$ cat config.mk
export PLATFORM = sky130hd
export DESIGN_NAME = fetch_unit_flat
export DESIGN_NICKNAME = d
export VERILOG_FILES = /design/src/rtl/fetch_unit_if.sv /design/src/rtl/fetch_unit.sv /design/src/flat_wrapper.sv
export SDC_FILE = /design/constraint.sdc
export NUM_CORES = 1
export LEC_CHECK = 0
export BUFFER_PORTS_ARGS = -buffer_cell sky130_fd_sc_hd__buf_2
export CAP_MARGIN = 25
export CORE_ASPECT_RATIO = 2
export CORE_MARGIN = 3
export CORE_UTILIZATION = 45
export DETAILED_ROUTE_END_ITERATION = 7
export PLACE_DENSITY = 0.66
export REMOVE_ABC_BUFFERS = 1
export SETUP_SLACK_MARGIN = 0.05
export SLEW_MARGIN = 15
export SYNTH_ARGS = -nofsm -noshare
export SYNTH_HDL_FRONTEND = slang
export SYNTH_SLANG_ARGS = --single-unit
$ cat constraint.sdc
create_clock -name clk -period 8.2 [get_ports clk]
set_input_delay 0.41 -clock clk [delete_from_list [all_inputs] [get_ports clk]]
set_output_delay 0.41 -clock clk [all_outputs]
set_load 0.01 [all_outputs]
$ cat src/rtl/fetch_unit_if.sv
// Bundle of the fetch stage's memory, decode and redirect signals.
// The master side is the fetch unit; the slave side is memory, decode and execute.
interface fetch_unit_if;
  logic        imem_req_valid;
  logic        imem_req_ready;
  logic [31:0] imem_req_addr;
  logic        imem_rsp_valid;
  logic [31:0] imem_rsp_data;
  logic        instr_valid;
  logic        instr_ready;
  logic [31:0] instr;
  logic [31:0] instr_pc;
  logic        redirect_valid;
  logic [31:0] redirect_pc;
  logic        fetch_fault;

  modport master (
    output imem_req_valid, imem_req_addr, instr_valid, instr, instr_pc, fetch_fault,
    input  imem_req_ready, imem_rsp_valid, imem_rsp_data, instr_ready,
           redirect_valid, redirect_pc
  );

  modport slave (
    input  imem_req_valid, imem_req_addr, instr_valid, instr, instr_pc, fetch_fault,
    output imem_req_ready, imem_rsp_valid, imem_rsp_data, instr_ready,
           redirect_valid, redirect_pc
  );
endinterface

$ cat src/rtl/fetch_unit.sv
// RV32I fetch stage: PC ownership, credit-limited instruction reads,
// instruction buffer towards decode and redirect/flush handling.
//
// state   | meaning
// --------+-------------------------------------------------------------
// ST_RUN  | fetching sequentially from fetch_pc
// ST_HALT | misaligned redirect taken; no requests, in-flight data drains
module fetch_unit #(
  parameter logic [31:0] RESET_PC        = 32'h0000_0000,
  parameter int          FIFO_DEPTH      = 2,
  parameter int          MAX_OUTSTANDING = 2
) (
  input logic          clk,
  input logic          rst,
  fetch_unit_if.master bus
);

  localparam int PW = $clog2(FIFO_DEPTH);
  localparam int CW = $clog2(FIFO_DEPTH + 1);

  localparam logic [0:0] ST_RUN  = 1'b0;
  localparam logic [0:0] ST_HALT = 1'b1;

  logic [0:0]    state;
  logic          fault;
  logic [31:0]   fetch_pc;
  logic [31:0]   rsp_pc;
  logic [CW-1:0] count;
  logic [CW-1:0] outstanding;
  logic [CW-1:0] drop_cnt;
  logic [PW-1:0] head;
  logic [PW-1:0] tail;
  logic [31:0]   instr_mem [FIFO_DEPTH];
  logic [31:0]   pc_mem    [FIFO_DEPTH];

  logic          req_valid;
  logic          req_fire;
  logic          rsp_fire;
  logic          push;
  logic          pop;
  logic [CW:0]   in_use;

  // drop_cnt never exceeds outstanding, so this cannot underflow
  assign in_use    = {1'b0, count} + {1'b0, outstanding} - {1'b0, drop_cnt};
  assign req_valid = (state == ST_RUN) && !bus.redirect_valid
                     && (outstanding < CW'(MAX_OUTSTANDING))
                     && (in_use < (CW+1)'(FIFO_DEPTH));
  assign req_fire  = req_valid && bus.imem_req_ready;
  assign rsp_fire  = bus.imem_rsp_valid && (outstanding != '0);
  assign push      = rsp_fire && (drop_cnt == '0) && !bus.redirect_valid;
  assign pop       = (count != '0) && bus.instr_ready;

  assign bus.imem_req_valid = req_valid;
  assign bus.imem_req_addr  = fetch_pc;
  assign bus.instr_valid    = (count != '0);
  assign bus.instr          = instr_mem[head];
  assign bus.instr_pc       = pc_mem[head];
  assign bus.fetch_fault    = fault;

  always_ff @(posedge clk) begin
    if (rst) begin
      state       <= ST_RUN;
      fault       <= 1'b0;
      fetch_pc    <= RESET_PC;
      rsp_pc      <= RESET_PC;
      count       <= '0;
      outstanding <= '0;
      drop_cnt    <= '0;
      head        <= '0;
      tail        <= '0;
    end else begin
      outstanding <= outstanding + CW'(req_fire) - CW'(rsp_fire);
      if (bus.redirect_valid) begin
        count    <= '0;
        head     <= '0;
        tail     <= '0;
        drop_cnt <= outstanding - CW'(rsp_fire);
        fetch_pc <= bus.redirect_pc;
        rsp_pc   <= bus.redirect_pc;
        if (bus.redirect_pc[1:0] == 2'b00) begin
          state <= ST_RUN;
          fault <= 1'b0;
        end else begin
          state <= ST_HALT;
          fault <= 1'b1;
        end
      end else begin
        if (req_fire) fetch_pc <= fetch_pc + 32'd4;
        if (rsp_fire && (drop_cnt != '0)) drop_cnt <= drop_cnt - 1'b1;
        if (push) begin
          tail   <= tail + 1'b1;
          rsp_pc <= rsp_pc + 32'd4;
        end
        if (pop) head <= head + 1'b1;
        count <= count + CW'(push) - CW'(pop);
      end
    end
  end

  // Storage needs no reset: count gates every read of it
  always_ff @(posedge clk) begin
    if (push) begin
      instr_mem[tail] <= bus.imem_rsp_data;
      pc_mem[tail]    <= rsp_pc;
    end
  end

endmodule

$ cat src/flat_wrapper.sv
// flat-port wrapper written by rule: the top's interface ports become plain ports
module fetch_unit_flat 
#(
  parameter logic [31:0] RESET_PC        = 32'h0000_0000,
  parameter int          FIFO_DEPTH      = 2,
  parameter int          MAX_OUTSTANDING = 2
)
  (clk, rst, bus_imem_req_valid, bus_imem_req_addr, bus_instr_valid, bus_instr, bus_instr_pc, bus_fetch_fault, bus_imem_req_ready, bus_imem_rsp_valid, bus_imem_rsp_data, bus_instr_ready, bus_redirect_valid, bus_redirect_pc);
  fetch_unit_if bus_i ();
  input logic clk;
  input logic rst;
  output wire logic [$bits(bus_i.imem_req_valid)-1:0] bus_imem_req_valid;
  output wire logic [$bits(bus_i.imem_req_addr)-1:0] bus_imem_req_addr;
  output wire logic [$bits(bus_i.instr_valid)-1:0] bus_instr_valid;
  output wire logic [$bits(bus_i.instr)-1:0] bus_instr;
  output wire logic [$bits(bus_i.instr_pc)-1:0] bus_instr_pc;
  output wire logic [$bits(bus_i.fetch_fault)-1:0] bus_fetch_fault;
  input wire logic [$bits(bus_i.imem_req_ready)-1:0] bus_imem_req_ready;
  input wire logic [$bits(bus_i.imem_rsp_valid)-1:0] bus_imem_rsp_valid;
  input wire logic [$bits(bus_i.imem_rsp_data)-1:0] bus_imem_rsp_data;
  input wire logic [$bits(bus_i.instr_ready)-1:0] bus_instr_ready;
  input wire logic [$bits(bus_i.redirect_valid)-1:0] bus_redirect_valid;
  input wire logic [$bits(bus_i.redirect_pc)-1:0] bus_redirect_pc;
  assign bus_imem_req_valid = bus_i.imem_req_valid;
  assign bus_imem_req_addr = bus_i.imem_req_addr;
  assign bus_instr_valid = bus_i.instr_valid;
  assign bus_instr = bus_i.instr;
  assign bus_instr_pc = bus_i.instr_pc;
  assign bus_fetch_fault = bus_i.fetch_fault;
  assign bus_i.imem_req_ready = bus_imem_req_ready;
  assign bus_i.imem_rsp_valid = bus_imem_rsp_valid;
  assign bus_i.imem_rsp_data = bus_imem_rsp_data;
  assign bus_i.instr_ready = bus_instr_ready;
  assign bus_i.redirect_valid = bus_redirect_valid;
  assign bus_i.redirect_pc = bus_redirect_pc;
  fetch_unit #(.RESET_PC(RESET_PC), .FIFO_DEPTH(FIFO_DEPTH), .MAX_OUTSTANDING(MAX_OUTSTANDING)) u_core (.clk(clk), .rst(rst), .bus(bus_i));
endmodule
# == After elaboration in Yosys (flattened, before gate mapping) ==
# Memory sizes are Yosys's and may differ from the RTL's. A register that Yosys moved wholly into a read port is not among the register bits.
# Cells that the tools add are included.
# word_totals
out_inout_bits,99
mem_bits_rw,128
reg_bits,73
input_bits,70
memories,2
# memory_table
name,depth,width,rd,rd_clocked_by_memory_dff,wr,line_no,source
u_core.instr_mem,2,32,1,1,1,fetch_unit.sv:33,logic [31:0] instr_mem [FIFO_DEPTH];
u_core.pc_mem,2,32,1,1,1,fetch_unit.sv:34,logic [31:0] pc_mem [FIFO_DEPTH];
# classes
n_mux,13
addsub,12
reduce_logical,19
bitwise_logic,1
order_cmp,2
# op_table
cell,count
$mux 32,4
$add 32x3->32 const B,2
$reduce_bool 2->1,6
$logic_and 1x1->1,9
$mux 1,7
$sub 2x1->2,3
$add 2x1->2,2
$logic_not 2->1,2
$mux 2,2
$add 2x2->3,1
$lt 3x2->1 const B,1
$sub 3x2->3,1
$add 1x1->1 const B,2
$lt 2x2->1 const B,1
$reduce_or 2->1,1
$sub 2x1->2 const B,1
$logic_not 1->1,1
$not 1->1,1

# == Longest topological paths before layout ==
# Gate-level depths: netlist of the first run.
# logic_depth
word_depth,7
mapped_depth,10

# == Least setup slack after synthesis of the first run ==
# No wires, ideal clock.
# synth_path
kind,input port to flip-flop
start,input bus_redirect_valid
end,"memory u_core.instr_mem[0][0], enable pin"
setup_time_ns,0.565
arrival_time_ns,5.206
required_time_ns,7.635
setup_slack_ns,2.429
stages,3
path_cell_list,clkbuf_1 buf_1 nor3_1
# synth_between
elab_chain_len,4
# synth_rtl
item,line_no,source
"start, declared",flat_wrapper.sv:22,input wire logic [$bits(bus_i.redirect_valid)-1:0] bus_redirect_valid;
$logic_not 1->1,fetch_unit.sv:50,assign push = rsp_fire && (drop_cnt == '0) && !bus.redirect_valid;
$logic_and 1x1->1,fetch_unit.sv:50,
$mux 1,fetch_unit.sv:102,if (push) begin
$mux 1 (not written as such),fetch_unit.sv:103,instr_mem[tail] <= bus.imem_rsp_data;
"end, declared",fetch_unit.sv:33,
# No other way between the ends.

# == Worst setup path in the final report of the first run ==
# layout_path
start,register u_core.drop_cnt[1]
end,"register u_core.fetch_pc[8], in the netlist u_core.bus.imem_req_addr[8]"
# layout_between
elab_chain_len,5
# layout_rtl
item,line_no,source
"start, declared",fetch_unit.sv:30,logic [CW-1:0] drop_cnt;
"start signal, assigned",fetch_unit.sv:77,drop_cnt <= outstanding - CW'(rsp_fire);
"start signal, assigned",fetch_unit.sv:89,if (rsp_fire && (drop_cnt != '0)) drop_cnt <= drop_cnt - 1'b1;
$sub 3x2->3,fetch_unit.sv:44,"assign in_use = {1'b0, count} + {1'b0, outstanding} - {1'b0, drop_cnt};"
$lt 3x2->1,fetch_unit.sv:47,&& (in_use < (CW+1)'(FIFO_DEPTH));
$logic_and 1x1->1,fetch_unit.sv:47,
$logic_and 1x1->1,fetch_unit.sv:48,assign req_fire = req_valid && bus.imem_req_ready;
$reduce_bool 2->1 (no source line),n/a,
"end signal, assigned",fetch_unit.sv:78,fetch_pc <= bus.redirect_pc;
"end signal, assigned",fetch_unit.sv:88,if (req_fire) fetch_pc <= fetch_pc + 32'd4;
"end, declared",fetch_unit.sv:26,logic [31:0] fetch_pc;
# No other way between the ends.
# A chain may end at the register's enable or synchronous reset.

==> impl_metrics.tcl, run 1 <==
set metrics [dict create \
    path_clk_slew_ps 70 \
    design.portCount 169 \
    relSlewSlack 0.2942 \
    worst_setup_path_start_kind "register" \
    fin_crit_sh 0.3721 \
    port_buffers 168 \
    dieArea_um2 20890 \
    track_usage 0.1888 \
    rows 70 \
    tightest_slew_ps 1059 \
    postCtsHoldBufs 0 \
    place_congestion 0.8767 \
    p_switching_mw 0.6258 \
    p_int_mw 1.855 \
    clock_path_buffers 3 \
    path_max_fanout 8 \
    critical_path_class "reg -> reg" \
    ant_nets 0 \
    first_global_vias 6138 \
    ys_warn_count 0 \
    coreArea_um2 18480 \
    cts_setup_buffers 0 \
    preCtsSetupSlack_ps 5166 \
    fin_worst_skew_ps 12.72 \
    diodes 0 \
    dr.pass1.iters 4 \
    clockPowerShare 0.371 \
    synth_ff_type "edfxtp_1" \
    cts-htree-levels 1 \
    drv_cap 0 \
    critical_path_required_ps 8590 \
    clock_sinks 202 \
    yosysTopAreaCell "edfxtp_1" \
    end_kind "register" \
    period_minus_slack_ps 3051 \
    dp_hpwl_mm 14.01 \
    multi_input_area_um2 3030 \
    yosysSeqAreaShare 0.6197 \
    start_util 0.4650 \
    async_reset_ff_frac 0 \
    power_leakage_nw 3.871 \
    fin_setup_tns_ps 0 \
    finalWirelength_mm 20.12 \
    drt_iter0_drc 244 \
    synth_common_cells "edfxtp_1 (128), dfxtp_1 (74), mux2_2 (65)" \
    post-synth-top-area-fraction 0.4473 \
    cts_resized 0 \
    cts_tree "built" \
    dr_total_vias 5788 \
    final-seq-area_um2 5326 \
    fp.dieW_um 103.7 \
    grt_max_degree 65 \
    cp.arrival_ps 3440 \
    p_seq_frac 0.488 \
    root_buffer "clkbuf_16" \
    antenna_found_initial 0 \
    clkLatencyLatePin_ps 480 \
    slew_viol_final 0 \
    hold_path.class "in -> reg" \
    area_delta_synth_final_pct 20.14 \
    p_sw_frac 0.2523 \
    grt_setup_unrepaired "false" \
    grt_pass1_wl_mm 31.66 \
    ys_types 47 \
    gr-total-overflow 0 \
    yosysMostFrequentCell "edfxtp_1" \
    routed_via_density 5.281 \
    synth_seq_cells 202 \
    setup_viol 0 \
    cts_buffers 19 \
    synthTopCellsByArea "edfxtp_1 (45%), dfxtp_1 (17%), mux2_2 (8.5%)" \
    nFillCells 1601 \
    fmax_mhz 327.8 \
    drive_gt1_frac 0.3306 \
    syn_area_um2 8593 \
    die_h_um 201.4 \
    synth-edff-count 128 \
    fin_nets 912 \
    ir_worst_vdd_uv 132.6 \
    p_per_area_nw_per_um2 240.3 \
    drcViolationCount 0 \
    layout_setup_ws_ps 5149 \
    pwr-share-comb 0.141 \
    synth_area_per_cell_um2 12.88 \
    finalHoldViolations 0 \
    status "complete, no violations" \
    syn_inst 667 \
    avgRoutedWirePerCell_um 18.35 \
]
[placed cells by master (no fill, tap or decap), drive strengths merged, types with 25 or more instances in the layout]
| cell | count |
|---|---|
| buf | 173 |
| edfxtp | 128 |
| dfxtp | 74 |
| mux2 | 65 |
| nand2 | 38 |
| a21boi | 35 |
| inv | 34 |
| xor2 | 31 |
| a21oi | 31 |
| xnor2 | 30 |
| clkbuf | 25 |
[final cells by class]
class	count	share of cell area
repair buffers	173	0.08508
multi-input cells	402	0.2935
well taps	252	0.03054
clock buffers	25	0.04824
inverters	34	0.01236
flip-flops and latches	202	0.5159
clock inverters	8	0.01430
[power by group through the flow]
stage	registers [mW]	clock network [mW]	logic (mW)
floorplan	1.23	0	0.212
global placement	1.23	0	0.345
detailed placement	1.23	0	0.352
CTS	1.21	0.946	0.355
global route	1.22	0.983	0.388
finish	1.21	0.921	0.349
[layer usage]
layer / global-route usage / vias to the layer above / share of wire
li1: - / 2772 / -
met1: 0.1948 / 2783 / 0.36
met2: 0.3669 / 187 / 0.55
met3: 0.02568 / 46 / 0.044
met4: 0.09320 / 0 / 0.045
met5: 0 / - / 0
[path summary, 6_finish.rpt]
kind	from	end	slack, ps	cells past startpoint
worst max register to register	u_core.drop_cnt[1]	u_core.bus.imem_req_addr[8]	5150	9
worst min register to register	u_core.rsp_pc[1]	u_core.pc_mem[0][1]	460	0
worst min-delay path	bus_imem_rsp_data[11]	u_core.instr_mem[0][11]	120	1
worst max-delay path	u_core.drop_cnt[1]	u_core.bus.imem_req_addr[8]	5150	9
[worst max-delay path, cell delays in order (launching register included)]
cell	delay (ps)
dfxtp_1	330
inv_1	70
fa_1	530
inv_1	50
fa_1	420
xnor2_1	320
and2_1	400
nand4_1	230
or3_1	350
a311oi_1	240
[sequential cells by signal, summed over array words and instances (netlist names), named ones only]
name / flops
u_core.head: 1
u_core.drop_cnt: 2
u_core.count: 2
u_core.instr_mem: 64
u_core.pc_mem: 64
u_core.outstanding: 2
u_core.bus.imem_req_addr: 32
u_core.tail: 1
u_core.bus.fetch_fault: 1
u_core.rsp_pc: 32
[logic make-up after synthesis]
logic type,share of synthesized area
AO/OA/AOI/OAI,0.07935
AND/OR/NAND/NOR,0.1089
flip-flops,0.6197
adder cells (fa/ha/maj),0.01631
buffers and inverters,0.02839
XOR/XNOR,0.06217
multiplexers,0.08518
[metrics by stage]
stage                     power (mW)  std cells  cell area (um^2)  utilization  hold WS [ps]
final                          2.481       1096             10320       0.5586         118.4
after global routing           2.589       1096             10320       0.5586         104.7
after CTS                      2.510       1096             10320       0.5586         99.09
after detailed placement       1.584       1063              9678       0.5237         444.3
after global placement         1.572       1063              9678       0.5237         432.7
after floorplan                1.442        638              8477            -         425.4
Note: power is estimated with default switching activity, not from simulation.
==> inputs of run 2 (changes only) <==
- PLACE_DENSITY: 0.66 -> 0.69
- clock period: 8.2 -> 2.55 ns (I/O delays scaled with it)
==> impl_metrics.tcl, run 2 (synthesized netlist as in run 1, its figures left out) <==
set metrics [dict create \
    final_common_cell "buf_2" \
    hold_slack_ps 23.30 \
    slowest_stage "fa_1" \
    crit_family "adder cells" \
    fmax_mhz 378.5 \
    critical_path_buf_inv_count 2 \
    layout_setup_ws_ps -92.17 \
    start_util 0.4650 \
    cts_buffers 18 \
    die_h_um 201.4 \
    status "finished with violations" \
    grt_util_met2 0.3721 \
    dp_hpwl_mm 14.08 \
    nFillCells 1520 \
    timing.rr.end "u_core.bus.imem_req_addr[8]" \
    tightest_slew_ps 695.3 \
    p_per_area_nw_per_um2 716.4 \
    fin_nets 976 \
    multi_input_area_um2 3161 \
    fin_area_um2 11040 \
    critPathMaxStageDelay_ps 490 \
    reg.largest.list "u_core.instr_mem (64), u_core.pc_mem (64)" \
    drive_gt1_frac 0.3535 \
    hold_path.class "in -> reg" \
    fp.dieW_um 103.7 \
    area_delta_synth_final_pct 28.48 \
    busiest_layer "met2" \
    cts-htree-levels 1 \
    relSlewSlack 0.5326 \
    worstHoldStart "bus_redirect_pc[8]" \
    slew_viol_final 0 \
    clock_path_buffers 3 \
    final_cell_mix "buf_2 (168), edfxtp_1 (128), dfxtp_1 (72)" \
    reg2regPathDepth 9 \
    rows 70 \
    holdPathStages 3 \
    period_minus_slack_ps 2642 \
    design.portCount 169 \
    power_leakage_nw 4.238 \
    dr_total_vias 5965 \
    critical_path_required_ps 2950 \
    final-seq-area_um2 5328 \
    fin_worst_skew_ps 12.15 \
    avgRoutedWirePerCell_um 17.61 \
    diodes 0 \
    grt_max_degree 65 \
    fin_crit_sh 1.036 \
    crit_chain "inv_2 -> fa_1 -> inv_1 -> fa_1 -> and4bb_2 -> and2_4 -> nand4_1 -> or3_1 -> a311oi_2" \
    met1_usage 0.2026 \
    routed_via_density 5.142 \
    path_max_fanout 3 \
    gr-total-overflow 0 \
    ant_nets 0 \
    first_global_vias 6238 \
    finalHoldViolations 0 \
    antenna_found_initial 0 \
    clkLatencyLatePin_ps 480 \
    rrSetupSlack_ps -90 \
    setup_viol 6 \
    ir_worst_vdd_uv 564.7 \
    critical_path_class "reg -> reg" \
    crit_top_cell "fa_1" \
    track_usage 0.1928 \
    cp.arrival_ps 3040 \
    place_congestion 0.8402 \
    dpl_cell_area_um2 9883 \
    worst_setup_path_start_kind "register" \
    drt_iter0_drc 315 \
    path_clk_slew_ps 70 \
    port_buffers 168 \
    cts_tree "built" \
    end_kind "register" \
    root_buffer "clkbuf_16" \
    drv_cap 0 \
    use_met3 0.02665 \
    holdPathEnd "u_core.bus.imem_req_addr[8]" \
    grt_pass1_wl_mm 32.46 \
    drcViolationCount 0 \
    violations "negative setup slack" \
    finalWirelength_mm 20.43 \
    r2r-start "u_core.drop_cnt[1]" \
    clock_sinks 202 \
    coreArea_um2 18480 \
    dr.pass1.iters 4 \
    p_total_mw 7.909 \
    dieArea_um2 20890 \
    grt_setup_unrepaired "true" \
]
[run 2: cell types whose count changed in the layout (fill, tap and decap cells not counted), sizes merged]
cell	delta
clkbuf	+2
bufinv	-4
inv	+1
dlygate4sd3	+43
clkinv	+1
clkinvlp	-1
buf	+22
[run 2: area by class of cell]
class | count | area share
clock buffer | 27 | 0.04760
inverter | 34 | 0.01156
clock inverter | 5 | 0.002267
timing repair buffer | 238 | 0.1412
sequential | 202 | 0.4825
multi-input combinational | 402 | 0.2863
tap | 252 | 0.02856
[run 2: how the worst max path moves through the flow]
stage | start | end | slack, ps | cells past startpoint
floorplan | u_core.drop_cnt[1] | u_core.instr_mem[0][0] | -3150 | 4
global placement | u_core.drop_cnt[1] | u_core.bus.imem_req_addr[7] | -170 | 10
detailed placement | u_core.drop_cnt[1] | u_core.bus.imem_req_addr[21] | -260 | 8
CTS | u_core.drop_cnt[1] | u_core.bus.imem_req_addr[8] | -120 | 9
global route | u_core.drop_cnt[1] | u_core.bus.imem_req_addr[11] | -190 | 10
finish | u_core.drop_cnt[1] | u_core.bus.imem_req_addr[8] | -90 | 9
[run 2: power by group]
group / switching [mW] / internal (mW)
Combinational: 0.771 / 0.701
Sequential: 0.165 / 3.72
Clock: 1.12 / 1.43
Total: 2.06 / 5.85
[run 2: worst register-to-register path: cells and delay by family, from the launching register on]
family,cells,cell delay (ps)
buffers and inverters,2,90
and+or+nand+nor,4,910
AOI/OAI and AO/OA,1,230
DFF,1,340
adders and majority gates,2,970
[run 2: layer usage]
layer / up-vias / share of wire / wire length, um
li1: 2897 / - / -
met1: 2847 / 0.37 / 7560
met2: 170 / 0.55 / 11230
met3: 51 / 0.036 / 741
met4: 0 / 0.044 / 898
met5: - / 0 / 0
[run 2: what timing repair did]
item	CTS	global route
endpoints found under the setup margin	32	31
hold buffers	43	0
pin swaps	11	12
endpoints found under the hold margin	83	0
buffers inserted	2	2
gates resized for setup	19	22
[run 2: through the flow]
step           cells  utilization  setup TNS, ps  setup WS [ps]
2_1_floorplan    638            -        -222650          -3153
3_3_place_gp    1082       0.5348          -1755         -170.8
3_5_place_dp    1082       0.5348          -3467         -255.7
4_1_cts         1158       0.5926         -333.1         -118.5
5_1_grt         1160       0.5974          -2076         -191.6
6_report        1160       0.5974         -372.7         -92.17
